`config.mk`:
```
export PLATFORM = sky130hd
export DESIGN_NAME = cpu0_oci_dct_ctrl
export DESIGN_NICKNAME = d
export VERILOG_FILES = /design/src/rtl/cpu0_oci_pkg.sv /design/src/rtl/cpu0_oci_dct_holdreg.sv /design/src/rtl/cpu0_oci_dct_ctrl.sv
export SDC_FILE = /design/constraint.sdc
export NUM_CORES = 1
export LEC_CHECK = 0
export CORE_MARGIN = 2
export CORE_UTILIZATION = 40
export CTS_CLUSTER_SIZE = 20
export DETAILED_ROUTE_END_ITERATION = 8
export PLACE_DENSITY = 0.7
export SYNTH_ARGS = -nofsm -noshare
export SYNTH_HDL_FRONTEND = slang
export SYNTH_HIERARCHICAL = 1
export SYNTH_SLANG_ARGS = --single-unit
```
`constraint.sdc`:
```
create_clock -name clk -period 3.4 [get_ports clk]
set_input_delay 0.68 -clock clk [delete_from_list [all_inputs] [get_ports clk]]
set_output_delay 0.68 -clock clk [all_outputs]
set_load 0.02 [all_outputs]
```
`src/rtl/cpu0_oci_pkg.sv`:
```
// Shared types and constants for the CPU0 OCI direct-compressed-trace path.
//   DCT_BUF_W / DCT_CNT_W / ATOM_W / DCT_MAX_ATOMS : accumulator geometry
//   dct_state_e : sequencer states
//   dct_frame_t : one frame as handed to trace memory {count, buffer}
//   pack_atom   : writes one atom into the slot selected by the atom count
package cpu0_oci_pkg;

   localparam int DCT_BUF_W     = 30;
   localparam int DCT_CNT_W     = 4;
   localparam int ATOM_W        = 2;
   localparam int DCT_MAX_ATOMS = 15;

   typedef enum logic [2:0] {
      ST_IDLE      = 3'd0,
      ST_PACK      = 3'd1,
      ST_END_FLUSH = 3'd2,
      ST_END_DRAIN = 3'd3,
      ST_ENDED     = 3'd4
   } dct_state_e;

   typedef struct packed {
      logic [DCT_CNT_W-1:0] count;
      logic [DCT_BUF_W-1:0] buffer;
   } dct_frame_t;

   // Slot i occupies bits [2i+1:2i]; a loop over fixed slots keeps the
   // insert free of variable part-selects.
   function automatic logic [DCT_BUF_W-1:0] pack_atom(
      input logic [DCT_BUF_W-1:0] acc_in,
      input logic [DCT_CNT_W-1:0] cnt,
      input logic [ATOM_W-1:0]    atom
   );
      logic [DCT_BUF_W-1:0] r;
      r = acc_in;
      for (int i = 0; i < DCT_MAX_ATOMS; i++) begin
         if (cnt == DCT_CNT_W'(i)) r[ATOM_W*i +: ATOM_W] = atom;
      end
      return r;
   endfunction

endpackage

```
`src/rtl/cpu0_oci_dct_holdreg.sv`:
```
// Single-entry valid/ready holding register for completed DCT frames.
// Ports:
//   clk, reset    : clock, asynchronous active-high reset
//   load_valid    : a frame is being handed over this cycle
//   load_frame    : the frame being handed over
//   load_ready    : register is empty or is being emptied this cycle
//   frame_valid   : frame offered downstream
//   frame         : held frame, stable while frame_valid && !frame_ready
//   frame_ready   : downstream accepts the frame
module cpu0_oci_dct_holdreg
   import cpu0_oci_pkg::*;
(
   input  logic       clk,
   input  logic       reset,
   input  logic       load_valid,
   input  dct_frame_t load_frame,
   output logic       load_ready,
   output logic       frame_valid,
   output dct_frame_t frame,
   input  logic       frame_ready
);

   // A new frame may land on the same edge the old one leaves.
   assign load_ready = !frame_valid || frame_ready;

   always_ff @(posedge clk or posedge reset) begin
      if (reset) begin
         frame_valid <= 1'b0;
         frame       <= '0;
      end else if (load_valid && load_ready) begin
         frame_valid <= 1'b1;
         frame       <= load_frame;
      end else if (frame_ready) begin
         frame_valid <= 1'b0;
      end
   end

endmodule

```
`src/rtl/cpu0_oci_dct_ctrl.sv`:
```
// Sequencer for the CPU0 OCI direct-compressed-trace path.
// Packs 2-bit atoms into a 30-bit accumulator (up to 15 atoms) and moves
// full or flushed accumulators into a holding register that feeds trace
// memory.
// Ports:
//   clk, reset               : clock, asynchronous active-high reset
//   trace_enable             : tracing on; dropping it flushes and idles
//   atom_valid/atom_data/atom_ready : atom input
//   flush_req, end_req       : single-cycle flush / end-of-test requests
//   frame_valid/frame_ready/frame_buffer/frame_count : frame output
//   dct_buffer, dct_count    : live accumulator
//   test_ending, test_has_ended : end sequence status
//   overflow, overflow_clr   : sticky dropped-atom flag and its clear
//   dbg_state                : current sequencer state
// Handshakes: a transfer happens on every clock edge where valid and ready
// are both high; a valid side never withdraws or changes its payload
// before that edge, and ready may depend combinationally on the consumer.
module cpu0_oci_dct_ctrl
   import cpu0_oci_pkg::*;
#(
   parameter int FLUSH_TIMEOUT = 64,
   parameter int DROP_ON_FULL  = 1
) (
   input  logic                 clk,
   input  logic                 reset,
   input  logic                 trace_enable,
   input  logic                 atom_valid,
   input  logic [ATOM_W-1:0]    atom_data,
   output logic                 atom_ready,
   input  logic                 flush_req,
   input  logic                 end_req,
   output logic                 frame_valid,
   input  logic                 frame_ready,
   output logic [DCT_BUF_W-1:0] frame_buffer,
   output logic [DCT_CNT_W-1:0] frame_count,
   output logic [DCT_BUF_W-1:0] dct_buffer,
   output logic [DCT_CNT_W-1:0] dct_count,
   output logic                 test_ending,
   output logic                 test_has_ended,
   output logic                 overflow,
   input  logic                 overflow_clr,
   output dct_state_e           dbg_state
);

   localparam int TMO_W = (FLUSH_TIMEOUT < 1) ? 1 : $clog2(FLUSH_TIMEOUT + 1);
   localparam logic [TMO_W-1:0]     TMO_MAX = TMO_W'(FLUSH_TIMEOUT);
   localparam logic [DCT_CNT_W-1:0] CNT_MAX = DCT_CNT_W'(DCT_MAX_ATOMS);

   dct_state_e           state;
   logic [TMO_W-1:0]     tmo_cnt;
   logic                 flush_pend;

   logic                 hold_free;
   logic                 acc_full;
   logic                 accept;
   logic                 tmo_fire;
   logic                 xfer_req;
   logic                 transfer;
   logic                 drop;
   logic [DCT_BUF_W-1:0] pk_buf;
   logic [DCT_CNT_W-1:0] pk_cnt;
   logic [DCT_BUF_W-1:0] acc_buf_nxt;
   logic [DCT_CNT_W-1:0] acc_cnt_nxt;
   dct_frame_t           load_frame;
   dct_frame_t           hold_frame;
   logic                 load_ready;

   assign dbg_state    = state;
   assign frame_buffer = hold_frame.buffer;
   assign frame_count  = hold_frame.count;

   always_comb begin
      hold_free = load_ready;
      acc_full  = (dct_count == CNT_MAX);

      // With a full accumulator an atom is still taken when the holding
      // register frees this cycle: the old 15 leave and the atom starts
      // the next frame. Otherwise it is dropped or backpressured.
      atom_ready = (state == ST_PACK) && trace_enable &&
                   ((DROP_ON_FULL != 0) || !acc_full || hold_free);
      accept     = atom_valid && atom_ready;

      // Atom is packed before any transfer decision so it rides along.
      pk_buf = dct_buffer;
      pk_cnt = dct_count;
      if (accept && !acc_full) begin
         pk_buf = pack_atom(dct_buffer, dct_count, atom_data);
         pk_cnt = dct_count + 4'd1;
      end

      tmo_fire = (FLUSH_TIMEOUT != 0) && (state == ST_PACK) &&
                 (dct_count != '0) && (tmo_cnt == TMO_MAX);

      xfer_req = 1'b0;
      if (state == ST_PACK) begin
         xfer_req = (pk_cnt == CNT_MAX) || flush_req || flush_pend ||
                    tmo_fire || !trace_enable;
      end else if (state == ST_END_FLUSH) begin
         xfer_req = 1'b1;
      end

      // Empty frames are never emitted.
      transfer = xfer_req && hold_free && (pk_cnt != '0);
      drop     = accept && acc_full && !hold_free;

      acc_buf_nxt = pk_buf;
      acc_cnt_nxt = pk_cnt;
      if (transfer) begin
         if (accept && acc_full) begin
            acc_buf_nxt = DCT_BUF_W'(atom_data);
            acc_cnt_nxt = 4'd1;
         end else begin
            acc_buf_nxt = '0;
            acc_cnt_nxt = '0;
         end
      end

      load_frame.count  = pk_cnt;
      load_frame.buffer = pk_buf;
   end

   cpu0_oci_dct_holdreg u_holdreg (
      .clk         (clk),
      .reset       (reset),
      .load_valid  (transfer),
      .load_frame  (load_frame),
      .load_ready  (load_ready),
      .frame_valid (frame_valid),
      .frame       (hold_frame),
      .frame_ready (frame_ready)
   );

   // Accumulator, trigger bookkeeping and sticky flags.
   always_ff @(posedge clk or posedge reset) begin
      if (reset) begin
         dct_buffer <= '0;
         dct_count  <= '0;
         tmo_cnt    <= '0;
         flush_pend <= 1'b0;
         overflow   <= 1'b0;
      end else begin
         dct_buffer <= acc_buf_nxt;
         dct_count  <= acc_cnt_nxt;

         // Saturating idle counter; once at the limit it keeps requesting
         // the flush until the holding register frees.
         if (state != ST_PACK || accept || dct_count == '0) begin
            tmo_cnt <= '0;
         end else if (tmo_cnt != TMO_MAX) begin
            tmo_cnt <= tmo_cnt + 1'b1;
         end

         // A flush that cannot be serviced now is remembered.
         if (transfer || state != ST_PACK) begin
            flush_pend <= 1'b0;
         end else if (flush_req && pk_cnt != '0) begin
            flush_pend <= 1'b1;
         end

         // A drop in the same cycle as a clear leaves the flag set.
         if (drop) begin
            overflow <= 1'b1;
         end else if (overflow_clr) begin
            overflow <= 1'b0;
         end
      end
   end

   // Sequencer with registered status outputs.
   always_ff @(posedge clk or posedge reset) begin
      if (reset) begin
         state          <= ST_IDLE;
         test_ending    <= 1'b0;
         test_has_ended <= 1'b0;
      end else begin
         case (state)
            ST_IDLE: begin
               if (trace_enable) state <= ST_PACK;
            end
            ST_PACK: begin
               if (end_req) begin
                  state       <= ST_END_FLUSH;
                  test_ending <= 1'b1;
               end else if (!trace_enable && (transfer || pk_cnt == '0)) begin
                  state <= ST_IDLE;
               end
            end
            ST_END_FLUSH: begin
               if (transfer || dct_count == '0) state <= ST_END_DRAIN;
            end
            ST_END_DRAIN: begin
               if (!frame_valid) begin
                  state          <= ST_ENDED;
                  test_ending    <= 1'b0;
                  test_has_ended <= 1'b1;
               end
            end
            ST_ENDED: begin
               state <= ST_ENDED;
            end
            default: begin
               state       <= ST_IDLE;
               test_ending <= 1'b0;
            end
         endcase
      end
   end

endmodule
```
==> results by group, run 1 <==
GRT
  • GRT Util Overall: 0.177
  • Grt ovf: 0
  • Vias in the first global route: 2841
  • Initial antenna violation count: 0
  • Largest net degree at the start of global routing: 38
  • Global-route wire length before repair: 15.3 mm

STA
  • Hold WS: 0.476 ns
  • Minimum clock period: 2.76 ns
  • Fmax: 362 MHz
  • Max_slew headroom: 0.533
  • Setup TNS: 0 ns
  • Slew Viols, Final: 0
  • Tcrit/Tclk final: 0.813
  • Setup Viol. Count Final: 0
  • RSZ-0062 raised after global routing: false
  • Final hold vios: 0
  • Skew final: 0.0116 ns
  • Slew at the pin closest to its max-slew limit: 0.699 ns

Yosys
  • Synth Area in XOR/XNOR: 0.0196
  • Seq/Total Area, Yosys: 0.516
  • Post-synthesis mux area share: 0.221
  • Top-area cell type share of the netlist area: 0.516
  • Top cells by count, synth: dfrtp_1, mux2_2, nor2b_1, mux2_4, nand2_1
  • Post-Syn Area: 4030 um^2
  • Area leader, netlist: dfrtp_1
  • Post-Synthesis Cells: around 320
  • Net Count, Synth: 332
  • Adder-cell share of the synthesized area: 0.0187
  • EDFF count, synth: 0
  • Cell with the most instances after synthesis: dfrtp_1
  • Synth cell types: 39
  • FF+latch count, synth: between 80 and 90
  • Largest family of logic cells by synthesized area: multiplexers
  • Ys async rst share: 1.00
  • Ys flop type: dfrtp_1
  • Ranking of synthesized cells by area: dfrtp_1, mux2_4, mux2_2
  • Yosys warns: 6
  • Simple-gate share of the synthesized area: 0.156
  • Avg Cell Area, Syn: 12.7 um^2
  • Compound-gate portion of the synthesized area: 0.0308

Route
  • Vias per inst: 4.94
  • Pre-antenna DRT Iters: 4
  • Routed len/inst: between 15 and 20 um
  • Initial DRC Count: 70
  • Via count: ~2700
  • Routed WL: 9.26 mm
  • DR DRC count: 0
  • Final ANT Viol Nets: 0

Pwr
  • Leakage power total: 2.46 nW
  • VDD IR max: 344 uV
  • Pwr Density: 642 nW/um^2

Run status
  • Outcome: finished, final reports clean

Floorplanning
  • # rows: 36
  • Horiz. Die Dim: 104 um
  • Starting Density: 0.412
  • # IOs: 86
  • Die area: ~11000 um^2
  • Die height: between 100 and 150 um
  • Core area: 9770 um^2

Cells and area
  • Fin cells: between 500 and 600
  • Post-Layout Inst Area: between 5000 and 6000 um^2
  • Area growth syn-to-layout: 30.0%
  • Fin nets: between 400 and 500
  • Share of cells above drive strength 1: 0.246
  • Number of antenna diodes: 0

Placement
  • DP HPWL: roughly 6.5 mm
  • Dpl cells: 527
  • Placer Congestion: 0.783
  • Buffers added on ports: 85
  • Area post-placement: 5000 um^2

CTS
  • CTS Hold Bufs: 0
  • CTS tree: done
  • Clk_lat worst skew: ~0.35 ns
  • Worst-path clk slew: 0.09 ns
  • H-tree Lvls: 3
  • Clock sinks: just over 80
  • Post-CTS Setup Bufs: 0
  • Clk root buf: clkbuf_8
  • CTS Buf Count: 9
  • Clock Tree Buf Depth: 2
  • Resized cells post-CTS: 0

Job
  • MaxCap Viol Count: 0

Worst setup path
  • Max incr delay on CP: 0.54 ns
  • Critical Path Sink Type: register
  • Crit path required time: 3.64 ns
  • Setup CP Type: reg -> reg
  • CP arrival: 3.00 ns
  • Critical path's slowest cell: dfrtp_1
  • CP startpoint kind: register
  • CP cell instances: inv_1 > ha_1 > a2111oi_0 > nand2_1 > a21o_1 > nor3b_4 > nand2_4 > buf_12 > mux2_2
  • Crit-path max FO: 12

Hold path
  • HP Class: reg -> reg
## worst max-delay path: cells and delay by family (launching register included)
kind / cells / cell delay [ns]
and+or+nand+nor: 3 / 0.51
muxes: 1 / 0.34
buffers and inverters: 2 / 0.32
DFF: 1 / 0.54
adders and majority gates: 1 / 0.35
AOI/OAI and AO/OA: 2 / 0.59
## logic make-up (layout without fill, tap and decap cells)
logic type	count (synthesis)	count (layout)
flops	83	83
fa+ha+maj	6	6
mux	69	69
xor+xnor	9	9
buf+inv	23	117
simple gates	107	107
compound gates	19	19
## stage by stage
| step | utilization | total power, mW | setup WS [ns] |
|---|---|---|---|
| floorplan | - | 2.18 | 0.769 |
| global route | 0.535 | 3.54 | 0.454 |
| global placement | 0.511 | 2.55 | 0.391 |
| detailed placement | 0.511 | 2.57 | 0.331 |
| CTS | 0.535 | 3.40 | 0.637 |
| finish | 0.535 | 3.36 | 0.637 |
## per-layer routing
| layer | global-route usage | vias to the layer above | routed length, um |
|---|---|---|---|
| met4 | 0.0473 | 0 | 59 |
| met2 | 0.266 | 73 | 4280 |
| met1 | 0.254 | 1351 | 4460 |
| li1 | - | 1252 | - |
| met5 | 0 | - | 0 |
| met3 | 0.0457 | 5 | 455 |
## final cells by class
cell class | instances | area [um^2]
flip-flops and latches | 83 | 2080
well taps | 133 | 166
clock buffers | 11 | 151
fillers | 877 | 4540
repair buffers | 91 | 921
inverters | 10 | 37.5
clock inverters | 5 | 83.8
multi-input cells | 210 | 1800
## final timing paths
kind / slack [ns] / depth (start not counted) / end / start
max: 0.64 / 9 / u_holdreg/frame[9] / dct_count[0]
min: 0.48 / 1 / test_has_ended / test_has_ended
min in group asynchronous: 0.63 / 2 / dct_buffer[25] / reset
max reg2reg: 0.64 / 9 / u_holdreg/frame[9] / dct_count[0]
max in group asynchronous: 1.97 / 3 / tmo_cnt[1] / reset
min reg2reg: 0.48 / 1 / test_has_ended / test_has_ended
## layout by cell type, fill, tap and decap left out, types with 3 or more instances in the layout
| cell | n |
|---|---|
| a21o_1 | 3 |
| a21oi_1 | 7 |
| and2_1 | 4 |
| buf_4 | 4 |
| clkbuf_8 | 11 |
| clkdlybuf4s50_1 | 85 |
| dfrtp_1 | 83 |
| ha_1 | 6 |
| inv_1 | 9 |
| mux2_2 | 39 |
| mux2_4 | 30 |
| nand2_1 | 18 |
| nand3_1 | 9 |
| nand3b_1 | 5 |
| nor2_1 | 16 |
| nor2b_1 | 31 |
| nor3_1 | 7 |
| nor3b_1 | 3 |
| xnor2_1 | 4 |
| xor2_1 | 5 |
## state kept, by name, indices dropped and copies added, names as in the netlist
name,cells
test_ending,1
flush_pend,1
u_holdreg/frame_valid,1
dbg_state,3
tmo_cnt,7
overflow,1
dct_count,4
dct_buffer,30
test_has_ended,1
u_holdreg/frame,34
## where the power goes
part	total (mW)	switching [mW]	internal [mW]	leakage, nW
Combinational	1.28	0.659	0.620	1.21
Clock	0.823	0.367	0.456	0.112
Sequential	1.26	0.148	1.11	1.14
No activity file was read; power rests on OpenSTA's default activity.
==> run 2, diff against run 1 <==
PLACE_DENSITY = 0.73   (was 0.7)
clock period = 2.2 ns   (was 3.4 ns; I/O delays follow)
==> run 2 against run 1 <==
Against the previous run:
- highest routed layer unchanged
- critical path type is now in -> reg
- the run now ends with setup timing left
- sequential share of layout area decreased by 3.2 points
- clock skew about the same
- global-route usage is 1.6 points higher
- combinational power is 110% higher
==> results by group, run 2 (synthesis gave the netlist of run 1 again) <==
Placement
  • Placer Congestion: 0.857
  • DP HPWL: 6.84 mm
  • Buffers added on ports: 85
  • Dpl cells: 564

STA
  • Hold WS: 0.432 ns
  • Slew Viols, Final: 0
  • Slew at the pin closest to its max-slew limit: 0.484 ns
  • Tcrit/Tclk final: 1.03
  • Fmax: about 440 MHz
  • Setup TNS: -1.83 ns
  • RSZ-0062 raised after global routing: true
  • Setup Viol. Count Final: 38
  • Minimum clock period: 2.26 ns
  • Final hold vios: 0
  • Skew final: approximately 0.012 ns
  • Max_slew headroom: 0.677
  • Worst Slack Setup Final: -0.0567 ns

Worst setup path
  • Crit-path max FO: 9
  • Critical path's slowest cell: clkdlybuf4s50_1
  • Max incr delay on CP: 0.47 ns
  • Cell family with most CP delay: buffers and inverters
  • CP arrival: about 2.5 ns
  • Crit path required time: 2.44 ns
  • CP startpoint kind: primary input
  • CP cell instances: clkdlybuf4s50_1 > and3_4 > buf_4 > a21oi_1 > nor3_2 > nor3b_4 > nand2_8 > buf_12 > mux2_4
  • Critical Path Sink Type: register
  • Setup CP Type: in -> reg
  • WP buf/inv: 3

Run status
  • Outcome: finished with violations
  • Failing checks: setup timing

Cells and area
  • Largest regs: u_holdreg/frame x34, dct_buffer x30, tmo_cnt x7
  • Share of cells above drive strength 1: 0.355
  • Max reg flops: 34
  • Area growth syn-to-layout: 41.7%
  • Fin nets: 464
  • Top reg by flops: u_holdreg/frame
  • Number of antenna diodes: 0
  • Fin util: 0.584
  • Commonest non-fill, non-tap cell in the layout: clkdlybuf4s50_1
  • Fin cells: 586
  • Commonest cells after routing, fill and taps aside: clkdlybuf4s50_1, dfrtp_1, buf_4

Floorplanning
  • Horiz. Die Dim: 104 um
  • Core area: 9770 um^2
  • Starting Density: 0.412
  • Die area: 10900 um^2
  • # IOs: 86
  • Die height: roughly 100 um
  • # rows: 36

Pwr
  • VDD IR max: ~470 uV
  • Leakage power total: 2.71 nW
  • Pwr Density: a little under 1000 nW/um^2

GRT
  • GRT Util Overall: 0.193
  • Initial antenna violation count: 0
  • Largest net degree at the start of global routing: 36
  • Vias in the first global route: 3130
  • Grt ovf: 0
  • Global-route wire length before repair: roughly 17 mm

Route
  • Final ANT Viol Nets: 0
  • Routed WL: approximately 10 mm
  • DR DRC count: 0
  • Via count: 2926
  • Pre-antenna DRT Iters: 4
  • Routed len/inst: between 15 and 20 um
  • Vias per inst: around 5.0
  • Initial DRC Count: 108

CTS
  • CTS Buf Count: 9
  • Clock Tree Buf Depth: 2
  • Clock sinks: between 80 and 90
  • Clk_lat worst skew: 0.36 ns
  • H-tree Lvls: 3
  • Worst-path clk slew: roughly 0.10 ns
  • CTS Hold Bufs: 0
  • Clk root buf: clkbuf_8
  • CTS tree: done

Job
  • MaxCap Viol Count: 0

Hold path
  • HP Class: in -> async
-- run 2: cell types whose count changed in the layout (fill, tap and decap cells not counted), moves of 3 or more --
cell,previous run,this run
mux2_4,30,34
buf_4,4,42
mux2_2,39,35
dfrtp_2,0,3
dfrtp_1,83,80
-- run 2: worst paths after layout --
check	slack, ns	to	start	depth (start not counted)
min in group clk	0.48	test_has_ended	test_has_ended	1
max in group asynchronous	1.22	dct_count[1]	reset	3
worst min register to register	0.48	test_has_ended	test_has_ended	1
worst max register to register	-0.05	u_holdreg/frame[0]	dbg_state[2]	8
worst max-delay path	-0.06	u_holdreg/frame[28]	trace_enable	9
worst min-delay path	0.43	dct_buffer[16]	reset	2
-- run 2: area by class of cell --
type,instances,area (um^2)
fillers,842,4070
flip-flops and latches,83,2080
multi-input cells,210,1920
repair buffers,134,1290
well taps,133,166
clock buffers,9,124
clock inverters,7,82.6
inverters,10,37.5
-- run 2: what timing repair did --
action                     CTS  global route
setup endpoints to repair   57            59
cloned                       1             0
pin swaps                    3             5
gates resized for setup     19             6
setup buffers                5             1
-- run 2: power by group --
| part | internal, mW | switching, mW | total (mW) |
|---|---|---|---|
| Clock | 0.542 | 0.605 | 1.15 |
| Combinational | 1.35 | 1.29 | 2.63 |
| Sequential | 1.72 | 0.157 | 1.88 |
-- run 2: worst reg2reg max path: stages, from the launching register on --
cell and delay (ns):
dfrtp_1 0.42, nor3b_4 0.31, and3_4 0.25, buf_4 0.12
buf_4 0.13, o21ai_2 0.06, or2_2 0.30, mux2_2 0.30
mux2_4 0.27
-- run 2: routing by layer --
layer | track usage | vias up | share of wire
met2 | 0.323 | 79 | 0.50
met1 | 0.250 | 1497 | 0.44
met4 | 0.0454 | 0 | 0.0078
met3 | 0.0495 | 7 | 0.049
li1 | - | 1343 | -
met5 | 0 | - | 0
-- run 2: through the flow --
stage / area, um^2 / power, mW / worst slack [ns]
after floorplan: 4040 / 3.42 / -0.282
after global placement: 5320 / 4.24 / -0.345
after detailed placement: 5320 / 4.29 / -0.390
after CTS: 5670 / 5.65 / -0.0179
after global routing: 5700 / 5.96 / -0.155
final: 5700 / 5.66 / -0.0567
